===== src/rtl/as608_pkg.sv =====
// Shared constants and types for the AS608 sensor packet receiver.
package as608_pkg;

    // Two-byte packet header.
    localparam logic [7:0] HDR_BYTE1 = 8'hEF;
    localparam logic [7:0] HDR_BYTE2 = 8'h01;

    // Packet identifiers.
    localparam logic [7:0] PID_CMD  = 8'h01;
    localparam logic [7:0] PID_DATA = 8'h02;
    localparam logic [7:0] PID_ACK  = 8'h07;
    localparam logic [7:0] PID_END  = 8'h08;

    // LEN counts payload plus the two checksum bytes.
    localparam logic [15:0] LEN_MIN = 16'd2;
    localparam logic [15:0] LEN_MAX = 16'd258;

    typedef enum logic [2:0] {
        StIdle,
        StHdr2,
        StAddr,
        StPid,
        StLen,
        StPayload,
        StSum
    } state_e;

    // Packets whose payload lands in the fingerprint store.
    function automatic logic is_ram_pid(input logic [7:0] pid);
        return (pid == PID_DATA) || (pid == PID_END);
    endfunction

endpackage


===== src/rtl/as608_word_pack.sv =====
// Packs payload bytes into 256-bit store words, first byte in the top lane.
// Emits a registered write strobe with the current address, then advances it.
module as608_word_pack (
    input  logic         clk,
    input  logic         rst_n,
    input  logic         frame_start,
    input  logic         drop,
    input  logic         byte_valid,
    input  logic [7:0]   byte_in,
    input  logic         flush,
    output logic         ram_we,
    output logic [7:0]   ram_add,
    output logic [255:0] ram_data,
    output logic         ram_ovf
);

    localparam logic [4:0] LAST_BYTE = 5'd31;

    logic [255:0] buf_q, buf_d, word;
    logic [4:0]   cnt_q, cnt_d;
    logic         we_q, we_d;
    logic [255:0] data_q, data_d;
    logic [7:0]   add_q, add_d;
    logic         ovf_q, ovf_d;
    logic [7:0]   lo;

    // Next word contents, write strobe, address advance and overflow flag.
    always_comb begin
        buf_d  = buf_q;
        cnt_d  = cnt_q;
        we_d   = 1'b0;
        data_d = data_q;
        add_d  = add_q;
        ovf_d  = ovf_q;
        // Byte n of a word sits at bit 8*(31-n); 31-n is the bitwise inverse.
        lo     = {~cnt_q, 3'b000};
        word   = buf_q;
        word[lo +: 8] = byte_in;

        if (we_q) begin
            add_d = add_q + 8'd1;
            if (add_q == 8'hFF) begin
                ovf_d = 1'b1;
            end
        end

        if (byte_valid) begin
            if (cnt_q == LAST_BYTE) begin
                we_d   = 1'b1;
                data_d = word;
                buf_d  = '0;
                cnt_d  = '0;
            end else begin
                buf_d = word;
                cnt_d = cnt_q + 5'd1;
            end
        end else if (flush && (cnt_q != 5'd0)) begin
            // Unfilled lanes are already zero, giving the pad for free.
            we_d   = 1'b1;
            data_d = buf_q;
            buf_d  = '0;
            cnt_d  = '0;
        end

        if (drop || frame_start) begin
            buf_d = '0;
            cnt_d = '0;
        end
        if (frame_start) begin
            add_d = '0;
            ovf_d = 1'b0;
        end
    end

    // Packing state and store interface registers.
    always_ff @(posedge clk or negedge rst_n) begin
        if (!rst_n) begin
            buf_q  <= '0;
            cnt_q  <= '0;
            we_q   <= 1'b0;
            data_q <= '0;
            add_q  <= '0;
            ovf_q  <= 1'b0;
        end else begin
            buf_q  <= buf_d;
            cnt_q  <= cnt_d;
            we_q   <= we_d;
            data_q <= data_d;
            add_q  <= add_d;
            ovf_q  <= ovf_d;
        end
    end

    assign ram_we   = we_q;
    assign ram_add  = add_q;
    assign ram_data = data_q;
    assign ram_ovf  = ovf_q;

endmodule


===== src/rtl/as608_pkt_rx.sv =====
// AS608 packet receiver: header/address/PID/LEN/payload/checksum parser with an
// inter-byte timeout. Define AS608_ADDR_CHECK_EN to reject packets whose
// address differs from AS608_ADDR.
module as608_pkt_rx
    import as608_pkg::*;
#(
    parameter int unsigned TIMEOUT_CYC = 250000,
    parameter logic [31:0] AS608_ADDR  = 32'hFFFFFFFF
) (
    input  logic         clk,
    input  logic         rst_n,
    input  logic [7:0]   rx_data,
    input  logic         rx_valid,
    input  logic         frame_start,
    output logic         ram_we,
    output logic [7:0]   ram_add,
    output logic [255:0] ram_data,
    output logic         pkt_done,
    output logic         pkt_err,
    output logic [7:0]   pkt_pid,
    output logic [7:0]   ack_code,
    output logic         ram_ovf
);

    localparam int unsigned     TW         = $clog2(TIMEOUT_CYC + 1);
    localparam logic [TW-1:0]   TIMER_LAST = TW'(TIMEOUT_CYC - 1);

    state_e        state_q, state_d, cur_state;
    logic [1:0]    idx_q, idx_d;
    logic [7:0]    len_hi_q, len_hi_d;
    logic [15:0]   pay_cnt_q, pay_cnt_d;
    logic [7:0]    pid_q, pid_d;
    logic [15:0]   sum_q, sum_d;
    logic [7:0]    sum_hi_q, sum_hi_d;
    logic [7:0]    shadow_q, shadow_d;
    logic          ack_first_q, ack_first_d;
    logic [TW-1:0] timer_q, timer_d;
    logic          done_q, done_d;
    logic          err_q, err_d;
    logic [7:0]    pkt_pid_q, pkt_pid_d;
    logic [7:0]    ack_code_q, ack_code_d;
    logic [15:0]   len_word;
    logic          pack_valid, pack_flush, pack_drop;
`ifdef AS608_ADDR_CHECK_EN
    logic [23:0]   addr_q, addr_d;
`endif

    // Parser next state, checksum, timeout and result pulses.
    always_comb begin
        // frame_start aborts first, so a same-cycle byte is seen from IDLE.
        cur_state   = frame_start ? StIdle : state_q;
        state_d     = cur_state;
        idx_d       = idx_q;
        len_hi_d    = len_hi_q;
        pay_cnt_d   = pay_cnt_q;
        pid_d       = pid_q;
        sum_d       = sum_q;
        sum_hi_d    = sum_hi_q;
        shadow_d    = shadow_q;
        ack_first_d = ack_first_q;
        done_d      = 1'b0;
        err_d       = 1'b0;
        pkt_pid_d   = pkt_pid_q;
        ack_code_d  = ack_code_q;
        pack_valid  = 1'b0;
        pack_flush  = 1'b0;
        pack_drop   = 1'b0;
        len_word    = {len_hi_q, rx_data};
`ifdef AS608_ADDR_CHECK_EN
        addr_d      = addr_q;
`endif
        timer_d     = (rx_valid || cur_state == StIdle) ? '0 : timer_q + 1'b1;

        if (!rx_valid && cur_state != StIdle && timer_q == TIMER_LAST) begin
            err_d     = 1'b1;
            state_d   = StIdle;
            pack_drop = 1'b1;
            timer_d   = '0;
        end else if (rx_valid) begin
            unique case (cur_state)
                StIdle: begin
                    if (rx_data == HDR_BYTE1) state_d = StHdr2;
                end
                StHdr2: begin
                    if (rx_data == HDR_BYTE2) begin
                        state_d = StAddr;
                        idx_d   = 2'd0;
                    end else if (rx_data != HDR_BYTE1) begin
                        state_d = StIdle;
                    end
                end
                StAddr: begin
`ifdef AS608_ADDR_CHECK_EN
                    addr_d = {addr_q[15:0], rx_data};
`endif
                    if (idx_q == 2'd3) begin
`ifdef AS608_ADDR_CHECK_EN
                        if ({addr_q, rx_data} != AS608_ADDR) begin
                            err_d   = 1'b1;
                            state_d = StIdle;
                        end else begin
                            state_d = StPid;
                        end
`else
                        state_d = StPid;
`endif
                    end else begin
                        idx_d = idx_q + 2'd1;
                    end
                end
                StPid: begin
                    pid_d   = rx_data;
                    sum_d   = {8'h00, rx_data};
                    state_d = StLen;
                    idx_d   = 2'd0;
                end
                StLen: begin
                    sum_d = sum_q + {8'h00, rx_data};
                    if (idx_q == 2'd0) begin
                        len_hi_d = rx_data;
                        idx_d    = 2'd1;
                    end else if (len_word < LEN_MIN || len_word > LEN_MAX) begin
                        err_d   = 1'b1;
                        state_d = StIdle;
                    end else begin
                        pay_cnt_d   = len_word - LEN_MIN;
                        shadow_d    = 8'h00;
                        ack_first_d = 1'b1;
                        idx_d       = 2'd0;
                        state_d     = (len_word == LEN_MIN) ? StSum : StPayload;
                    end
                end
                StPayload: begin
                    sum_d      = sum_q + {8'h00, rx_data};
                    pack_valid = is_ram_pid(pid_q);
                    if (pid_q == PID_ACK && ack_first_q) begin
                        shadow_d    = rx_data;
                        ack_first_d = 1'b0;
                    end
                    pay_cnt_d = pay_cnt_q - 16'd1;
                    if (pay_cnt_q == 16'd1) begin
                        state_d = StSum;
                        idx_d   = 2'd0;
                    end
                end
                StSum: begin
                    if (idx_q == 2'd0) begin
                        sum_hi_d = rx_data;
                        idx_d    = 2'd1;
                    end else begin
                        state_d = StIdle;
                        if ({sum_hi_q, rx_data} == sum_q) begin
                            done_d     = 1'b1;
                            pkt_pid_d  = pid_q;
                            pack_flush = (pid_q == PID_END);
                            if (pid_q == PID_ACK) ack_code_d = shadow_q;
                        end else begin
                            err_d = 1'b1;
                        end
                    end
                end
                default: state_d = StIdle;
            endcase
        end
    end

    // Parser state and result registers.
    always_ff @(posedge clk or negedge rst_n) begin
        if (!rst_n) begin
            state_q     <= StIdle;
            idx_q       <= '0;
            len_hi_q    <= '0;
            pay_cnt_q   <= '0;
            pid_q       <= '0;
            sum_q       <= '0;
            sum_hi_q    <= '0;
            shadow_q    <= '0;
            ack_first_q <= 1'b0;
            timer_q     <= '0;
            done_q      <= 1'b0;
            err_q       <= 1'b0;
            pkt_pid_q   <= '0;
            ack_code_q  <= '0;
`ifdef AS608_ADDR_CHECK_EN
            addr_q      <= '0;
`endif
        end else begin
            state_q     <= state_d;
            idx_q       <= idx_d;
            len_hi_q    <= len_hi_d;
            pay_cnt_q   <= pay_cnt_d;
            pid_q       <= pid_d;
            sum_q       <= sum_d;
            sum_hi_q    <= sum_hi_d;
            shadow_q    <= shadow_d;
            ack_first_q <= ack_first_d;
            timer_q     <= timer_d;
            done_q      <= done_d;
            err_q       <= err_d;
            pkt_pid_q   <= pkt_pid_d;
            ack_code_q  <= ack_code_d;
`ifdef AS608_ADDR_CHECK_EN
            addr_q      <= addr_d;
`endif
        end
    end

    as608_word_pack u_word_pack (
        .clk         (clk),
        .rst_n       (rst_n),
        .frame_start (frame_start),
        .drop        (pack_drop),
        .byte_valid  (pack_valid),
        .byte_in     (rx_data),
        .flush       (pack_flush),
        .ram_we      (ram_we),
        .ram_add     (ram_add),
        .ram_data    (ram_data),
        .ram_ovf     (ram_ovf)
    );

    assign pkt_done = done_q;
    assign pkt_err  = err_q;
    assign pkt_pid  = pkt_pid_q;
    assign ack_code = ack_code_q;

endmodule

===== config.mk =====
export PLATFORM = sky130hd
export DESIGN_NAME = as608_pkt_rx
export DESIGN_NICKNAME = d
export VERILOG_FILES = /design/src/rtl/as608_pkg.sv /design/src/rtl/as608_word_pack.sv /design/src/rtl/as608_pkt_rx.sv
export SDC_FILE = /design/constraint.sdc
export NUM_CORES = 1
export LEC_CHECK = 0
export BUFFER_PORTS_ARGS = -buffer_cell sky130_fd_sc_hd__buf_2
export CORE_ASPECT_RATIO = 1.2
export CORE_MARGIN = 2
export CORE_UTILIZATION = 60
export CTS_CLUSTER_SIZE = 14
export DETAILED_ROUTE_END_ITERATION = 10
export HOLD_SLACK_MARGIN = 0.1
export MAX_ROUTING_LAYER = met4
export PLACE_DENSITY = 0.78
export SYNTH_ARGS = -nofsm -noshare
export SYNTH_HDL_FRONTEND = slang
export SYNTH_SLANG_ARGS = --single-unit

===== constraint.sdc =====
create_clock -name clk -period 7.05 [get_ports clk]
set_input_delay 0.3525 -clock clk [delete_from_list [all_inputs] [get_ports clk]]
set_output_delay 0.3525 -clock clk [all_outputs]
set_load 0.02 [all_outputs]

Word-level counts from Yosys, hierarchy flattened:

Index checks and enable logic that the tools add are counted.

* bits of input ports: 12
* output and inout bits: 284
* register bits after elaboration: 633
* word-level logic and storage cells: 170

* reductions and logical operators: 32
* mux-type cells: 75
* order comparisons: 2
* bitwise operators: 3
* equality and inequality tests: 28
* $add $sub $neg: 8
* shifts and indexed selects: 2

Operators by type and width (count)
* $mux 256: 7
* $bwmux 256: 1
* $shift 8x10->256 const A: 1
* $shiftx 8x10->256: 1
* $pmux 16 s2: 2
* $mux 8: 5
* $mux 18: 2
* $mux 3: 11
* $mux 16: 2
* $mux 1: 29
* $pmux 3 s7: 1
* $mux 5: 4
* $add 18x1->18 const B: 1
* $eq 18x18->1 const B: 1
* $add 16x8->16: 1
* $eq 16x1->1 const B: 1
* $eq 16x16->1: 1
* $eq 16x2->1 const B: 1
* $eq 8x8->1 const B: 2
* $gt 16x9->1 const B: 1
* $lt 16x2->1 const B: 1
* $pmux 8 s2: 1
* $sub 16x1->16 const B: 1
* $sub 16x2->16 const B: 1
* other kinds (38): 71

Logic depth before layout (Yosys ltp):

Gate-level depths: netlist (run 1).

* depth after elaboration: 10
* depth in mapped cells: 12
* depth with buffers taken out: 9

By module:

From an unflattened synthesis (run 1), not the netlist that was laid out.

* cell total of the unflattened synthesis: 3178
* area total of the unflattened synthesis: 30863.4 µm²

By module, submodules not included
* as608_word_pack: cells an instance 2588, seq. area each 13187.6 µm², instances 1, area each 25044.0 µm²
* as608_pkt_rx: cells an instance 590, seq. area each 2652.5 µm², instances 1, area each 5819.3 µm²

Least setup slack after synthesis (run 1):

Ideal clock, no wire load.

* kind: register to register
* start: register u_word_pack.cnt_q[1]
* end: register u_word_pack.data_q[112], in the netlist u_word_pack.ram_data[112]
* setup time: 0.133 ns
* clock period less this slack: 3.113 ns
* cell stages (with the launch flop): 11
* required time: 6.917 ns
* path slack: 3.937 ns
* data arrival time: 2.980 ns
* path buffers: 2
* cell sequence: dfrtp_1 -> ha_1 -> buf_2 -> and3_1 -> ha_1 -> nor2b_1 -> mux2i_2 -> clkbuf_1 -> nor4_4 -> mux2i_1 -> o21ai_0

* cells in the longest elaborated chain, start to end: 6
* elaborated cells on any way between the ends: 13
* those cells by class: 1 x add/sub; 2 x eq/ne; 2 x shift; 3 x mux; 1 x bitwise; 4 x reduce/logical

RTL lines
* start, declared: line as608_word_pack.sv:20 `logic [4:0] cnt_q, cnt_d;`
* start signal, assigned: line as608_word_pack.sv:86 `cnt_q <= cnt_d;`
* $not 5->5: line as608_word_pack.sv:36 `lo = {~cnt_q, 3'b000};`
* $neg 8->10: line as608_word_pack.sv:38 `word[lo +: 8] = byte_in;`
* $shiftx 8x10->256 / $shift 8x10->256 (equally long branches): line as608_word_pack.sv:38
* $bwmux 256: line as608_word_pack.sv:38
* $mux 256: line as608_word_pack.sv:48 `if (cnt_q == LAST_BYTE) begin`
* $mux 256: line as608_word_pack.sv:47 `if (byte_valid) begin`
* end signal, assigned: line as608_word_pack.sv:88 `data_q <= data_d;`
* end, declared: line as608_word_pack.sv:22 `logic [255:0] data_q, data_d;`

Parallel ways exist; a longest one is shown, timed or not. The select of a mux whose other input is x is not followed.
A chain may end at the register's enable or synchronous reset.

Worst setup path after layout (run 1):

* start: register u_word_pack.cnt_q[0]
* end: register u_word_pack.data_q[132], in the netlist u_word_pack.ram_data[132]

The elaborated chain is that of the path after synthesis.

==> run_results.csv, run 1 <==
group,metric,value,unit
status,status,"finished clean",
floorplan,dieWidth,208,um
synthesis,yosysTopAreaCell,"dfrtp_1",
timing,maxSlewHeadroom,0.151,
clock_network,cts-root-buf,"clkbuf_16",
synthesis,synth-edff-count,0,
final_layout,antennaDiodeCount,0,
place,gp_congestion,0.909,
clock_network,cts-buffers-inserted,59,
power_and_ir_drop,powerDensity,218,nW/um2
synthesis,synth.area.top_cells,"dfrtp_1 53%, mux2i_1 6.9%, nand2_1 6.0%, o22ai_1 4.1%, o21ai_0 3.5%",
floorplan,die_h,248,um
worst_setup_path,cp_num_buf_inv,0,
place,dp.cells,3823,
timing,tightest_slew,1.27,ns
route,wl_per_cell,20.8,um
final_layout,drive_gt1_frac,0.174,
timing,period_minus_slack,4.11,ns
grt,grt_pass1_vias,23500,
timing,setup_viol,0,
synthesis,async_reset_ff_frac,1.00,
floorplan,start_util,0.608,
clock_network,insertion_delay,0.63,ns
final_layout,n_fill_cell,3676,
place,io_buffer_count,295,
worst_setup_path,critPathKind,"flip-flop to flip-flop",
synthesis,yosysWarnings,0,
worst_setup_path,cp.required,7.52,ns
synthesis,synth_cell_types,76,
route,drc_errors,0,
synthesis,synth.most_common_cell,"dfrtp_1",
synthesis,synth_top_area_share,0.531,
clock_network,clk_pin_slew_worst_paths,0.07,ns
synthesis,ys.flop_type,"dfrtp_1",
route,vias,23502,
timing,fin_ws,2.94,ns
place,pre_cts_slack,3.09,ns
route,ant_nets,0,
grt,antenna_found_initial,0,
place,place_area,31600,um2
timing,rsz0062_at_grt,"no",
synthesis,syn_nets,3078,
final_layout,multi_input_area,12200,um2
grt,grt_max_degree,230,
final_layout,fin_nets,3283,
clock_network,holdBufCountCts,2,
floorplan,design.core.area,49100,um2
route,wirelength,81900,um
timing,drv_slew,0,
worst_setup_path,endpoint_kind,"flip-flop",
route,drtIter0Drc,2223,
clock_network,htree_levels,2,
synthesis,ys_seq_area_frac,0.531,
floorplan,rows,89,
final_layout,areaGrowthSynthToFinish,13.0,%
worst_setup_path,cp_cell_sequence,"ha_1, and3_1, ha_1, nor2b_1, mux2i_4, nor3_1, nand2_1, mux2i_1, o21ai_0",
flow_run,drv_cap,0,
clock_network,cts_tree,"yes",
power_and_ir_drop,leakagePower,14.9,nW
grt,grt_usage,0.325,
power_and_ir_drop,peakVddDrop,0.191,mV
worst_setup_path,crit_slowest_cell,"nor3_1",
worst_setup_path,worst_path_most_repeated_cell,"ha_1",
final_layout,postLayoutCellArea,33700,um2
worst_setup_path,cpPeakStageDelay,0.62,ns
worst_setup_path,cp_max_fo,16,
grt,grt_pass1_wl,128000,um
synthesis,synth_common_cells,"633 x dfrtp_1, 478 x nand2_1, 263 x inv_1",
clock_network,cts_buffer_depth,3,
worst_setup_path,crit_family,"simple AND/OR/NAND/NOR gates",
clock_network,postCtsSetupBuffers,0,
timing,fin_skew,0.0236,ns
timing,hold_viol,0,
clock_network,cts.sinks,633,
timing,finalCritPeriodShare,0.583,
route,viasPerCell,5.97,
min_path,hp-class,"primary input to flip-flop",
worst_setup_path,crit_arrival,4.58,ns
final_layout,ff_latch_area,15800,um2
timing,fmax,0.243,GHz
place,dp_hpwl,53500,um
synthesis,syn_inst,3044,
synthesis,ys_ff_latch,633,
floorplan,ioPinCount,296,
synthesis,synth.avg_cell_area,9.81,um2
route,dr.pass1.iters,6,
grt,gr-total-overflow,0,
timing,fin_setup_tns,0,ns
clock_network,cts-resized-gates,0,
final_layout,fin_util,0.687,
synthesis,syn_area,29800,um2
worst_setup_path,startpoint_type,"flip-flop",
floorplan,dieArea,51600,um2
final_layout,final_cell_count_no_fill,3934,
[worst register-to-register path, stage by stage, from the launching register on]
cell and delay [ns]:
dfrtp_1 0.49, ha_1 0.40, and3_1 0.25, ha_1 0.40
nor2b_1 0.40, mux2i_4 0.40, nor3_1 0.63, nand2_1 0.48
mux2i_1 0.39, o21ai_0 0.11
[flip-flops by register name, summed over array words and instances, names as in the netlist, 16 cells and up]
register / cells
u_word_pack.ram_data: 256
u_word_pack.buf_q: 256
pay_cnt_q: 16
sum_q: 16
timer_q: 18
[kinds of logic after synthesis]
family / share of synthesized area
buf+inv: 0.0623
flops: 0.531
fa+ha+maj: 0.00947
compound gates: 0.144
mux: 0.0854
xor+xnor: 0.0156
simple gates: 0.153
[stage by stage]
step           power, mW  hold slack [ns]
2_1_floorplan       3.85           0.0569
3_3_place_gp        3.98            0.411
3_5_place_dp        3.99            0.421
4_1_cts             7.41            0.170
5_1_grt             7.60            0.202
6_report            7.37            0.191
[report_power, final]
| group | switching, mW | internal, mW |
|---|---|---|
| combinational | 0.218 | 0.0539 |
| clock | 1.41 | 2.04 |
| sequential | 0.0102 | 3.64 |
[final timing paths]
kind | cells past startpoint | startpoint | slack, ns | to
setup / recovery | 9 | u_word_pack.cnt_q[0] | 2.94 | u_word_pack.ram_data[132]
hold / removal | 2 | frame_start | 0.19 | u_word_pack.ram_add[6]
setup reg to reg | 9 | u_word_pack.cnt_q[0] | 2.94 | u_word_pack.ram_data[132]
hold reg to reg | 1 | timer_q[0] | 0.46 | timer_q[0]
max in group asynchronous | 4 | rst_n | 4.70 | u_word_pack.buf_q[29]
min in group asynchronous | 2 | rst_n | 0.33 | u_word_pack.ram_data[170]
[layout by cell type, fill, tap and decap left out, types with 28 or more instances in the layout]
| master | instances |
|---|---|
| o21ai_1 | 130 |
| nor4_4 | 28 |
| nand2_1 | 478 |
| o22ai_1 | 194 |
| o21ai_0 | 207 |
| mux2_2 | 40 |
| nor3_1 | 28 |
| xnor2_1 | 33 |
| inv_1 | 263 |
| dfrtp_1 | 633 |
| nor2_1 | 210 |
| mux2i_1 | 204 |
| a21oi_1 | 85 |
| clkbuf_16 | 59 |
| buf_2 | 294 |
[layout make-up]
class,count,share of cell area
sequential,633,0.469
clock buffer,84,0.0504
multi-input combinational,1969,0.363
inverter,263,0.0293
tap,637,0.0236
clock inverter,25,0.0120
timing repair buffer,323,0.0523
[per-layer routing]
layer | vias to the layer above | GRT usage | wire length (um) | share of wire
met2 | 965 | 0.528 | 40000 | 0.49
met5 | - | - | 0 | 0
li1 | 10794 | - | - | -
met3 | 245 | 0.0552 | 6040 | 0.074
met1 | 11498 | 0.409 | 32400 | 0.40
met4 | 0 | 0.137 | 3450 | 0.042
Note: power is estimated with default switching activity, not from simulation.
==> run 2: changes to the inputs <==
- clock period: 7.05 -> 3.9 ns (I/O delays scaled with it)
==> run_results.csv, run 2 (synthesis gave the netlist of run 1 again) <==
group,metric,value,unit
status,status,"finished clean",
min_path,hp-class,"primary input to flip-flop",
min_path,hold_depth,4,
worst_setup_path,ff2ff_path_depth,8,
route,wirelength,83400,um
floorplan,rows,89,
clock_network,clk_pin_slew_worst_paths,0.06,ns
worst_setup_path,critPathKind,"flip-flop to flip-flop",
place,gp_congestion,0.891,
clock_network,cts-root-buf,"clkbuf_16",
floorplan,design.core.area,49100,um2
route,met2_length,40600,um
power_and_ir_drop,power,13.2,mW
timing,fin_skew,0.0242,ns
power_and_ir_drop,peakVddDrop,0.381,mV
floorplan,ioPinCount,296,
grt,grt_usage,0.331,
clock_network,cts_tree,"yes",
worst_setup_path,cp.required,4.39,ns
min_path,hold_path.startpoint,"rx_data[2]",
route,ant_nets,0,
route,dr.pass1.iters,5,
timing,drv_slew,0,
route,viasPerCell,6.01,
route,topRoutingLayerUsed,"met4",
final_layout,fin_nets,3326,
route,wl_met3,5470,um
route,drc_errors,0,
power_and_ir_drop,powerDensity,387,nW/um2
timing,fmax,0.289,GHz
grt,antenna_found_initial,0,
final_layout,fin_util,0.695,
worst_setup_path,reg2reg_slack,0.44,ns
floorplan,dieArea,51600,um2
worst_setup_path,startpoint_type,"flip-flop",
grt,grt_pass1_wl,131000,um
clock_network,holdBufCountCts,8,
floorplan,dieWidth,208,um
place,dp_hpwl,56000,um
route,wl_met1,33700,um
final_layout,n_fill_cell,3650,
min_path,hold_end,"u_word_pack.buf_q[194]",
final_layout,areaGrowthSynthToFinish,14.3,%
worst_setup_path,crit_arrival,3.95,ns
final_layout,layout_commonest_cell,"dfrtp_1",
power_and_ir_drop,leakagePower,15.1,nW
flow_run,drv_cap,0,
worst_setup_path,cp_max_fo,22,
final_layout,antennaDiodeCount,0,
worst_setup_path,rr_startpoint,"u_word_pack.cnt_q[1]",
final_layout,most-common-layout-cells,"633 x dfrtp_1, 478 x nand2_1, 294 x buf_2, 263 x inv_1, 210 x nor2_1",
timing,hold_ws,0.205,ns
timing,rsz0062_at_grt,"no",
place,pre_cts_slack,0.493,ns
route,vias,23898,
clock_network,cts.sinks,633,
timing,fin_setup_tns,0,ns
final_layout,ff_latch_area,15800,um2
timing,setup_viol,0,
clock_network,cts_buffer_depth,3,
grt,gr-total-overflow,0,
timing,finalCritPeriodShare,0.887,
final_layout,multi_input_area,12200,um2
worst_setup_path,endpoint_kind,"flip-flop",
timing,period_minus_slack,3.46,ns
timing,maxSlewHeadroom,0.219,
clock_network,htree_levels,2,
clock_network,insertion_delay,0.63,ns
grt,grt_pass1_vias,23974,
timing,hold_viol,0,
place,io_buffer_count,295,
clock_network,cts-buffers-inserted,60,
worst_setup_path,r2r_end,"u_word_pack.ram_data[161]",
floorplan,start_util,0.608,
timing,fin_ws,0.439,ns
clock_network,postCtsSetupBuffers,0,
floorplan,die_h,248,um
clock_network,cts-resized-gates,0,
final_layout,drive_gt1_frac,0.184,
timing,tightest_slew,1.16,ns
route,wl_per_cell,21.0,um
grt,grt_max_degree,160,
route,drtIter0Drc,2070,
[run 2: cell types whose count changed in the layout (fill, tap and decap cells not counted), moves of 3 or more]
cell and delta:
clkbuf_8 +6, buf_12 +7, buf_4 +29, bufinv_16 -6, clkbuf_1 -3, dlygate4sd3_1 +6
[run 2: worst max-delay path: stages (launching register included)]
cell and delay, ns:
dfrtp_1 0.43, ha_1 0.21, buf_4 0.18, xor2_4 0.67
nand2b_1 0.56, or2_2 0.52, nor3_4 0.43, mux2i_1 0.24
o21ai_0 0.11
[run 2: routing by layer]
metal,vias up,GRT usage
met1,11784,0.421
met5,-,-
met4,0,0.147
met2,1006,0.532
li1,10852,-
met3,256,0.0497
[run 2: cell type report]
type | count | area share
Clock buffer | 89 | 0.0534
Clock inverter | 21 | 0.00682
Inverter | 263 | 0.0289
Multi-Input combinational cell | 1969 | 0.359
Sequential cell | 633 | 0.464
Tap cell | 637 | 0.0234
Timing Repair Buffer | 365 | 0.0640
[run 2: power by group]
part	total, mW	leakage [nW]	switching (mW)	internal (mW)
sequential	6.60	8.82	0.0170	6.58
clock	6.07	1.00	2.58	3.49
combinational	0.524	5.32	0.407	0.117
total	13.2	15.1	3.01	10.2
[run 2: worst max-delay path by stage]
stage | cells past startpoint | slack [ns] | to | startpoint
6_report | 8 | 0.44 | u_word_pack.ram_data[161] | u_word_pack.cnt_q[1]
5_1_grt | 8 | 0.23 | u_word_pack.ram_data[64] | u_word_pack.cnt_q[2]
4_1_cts | 8 | 0.48 | u_word_pack.ram_data[162] | u_word_pack.cnt_q[1]
3_5_place_dp | 8 | 0.49 | u_word_pack.ram_data[161] | u_word_pack.cnt_q[1]
3_3_place_gp | 8 | 0.58 | u_word_pack.ram_data[167] | u_word_pack.cnt_q[1]
2_1_floorplan | 10 | 0.79 | u_word_pack.ram_data[112] | u_word_pack.cnt_q[1]
[run 2: stage by stage]
step	area (um2)	instances
6_report	34100	3977
3_5_place_dp	32000	3859
5_1_grt	34100	3977
3_3_place_gp	32000	3859
4_1_cts	34100	3977
2_1_floorplan	29800	3044
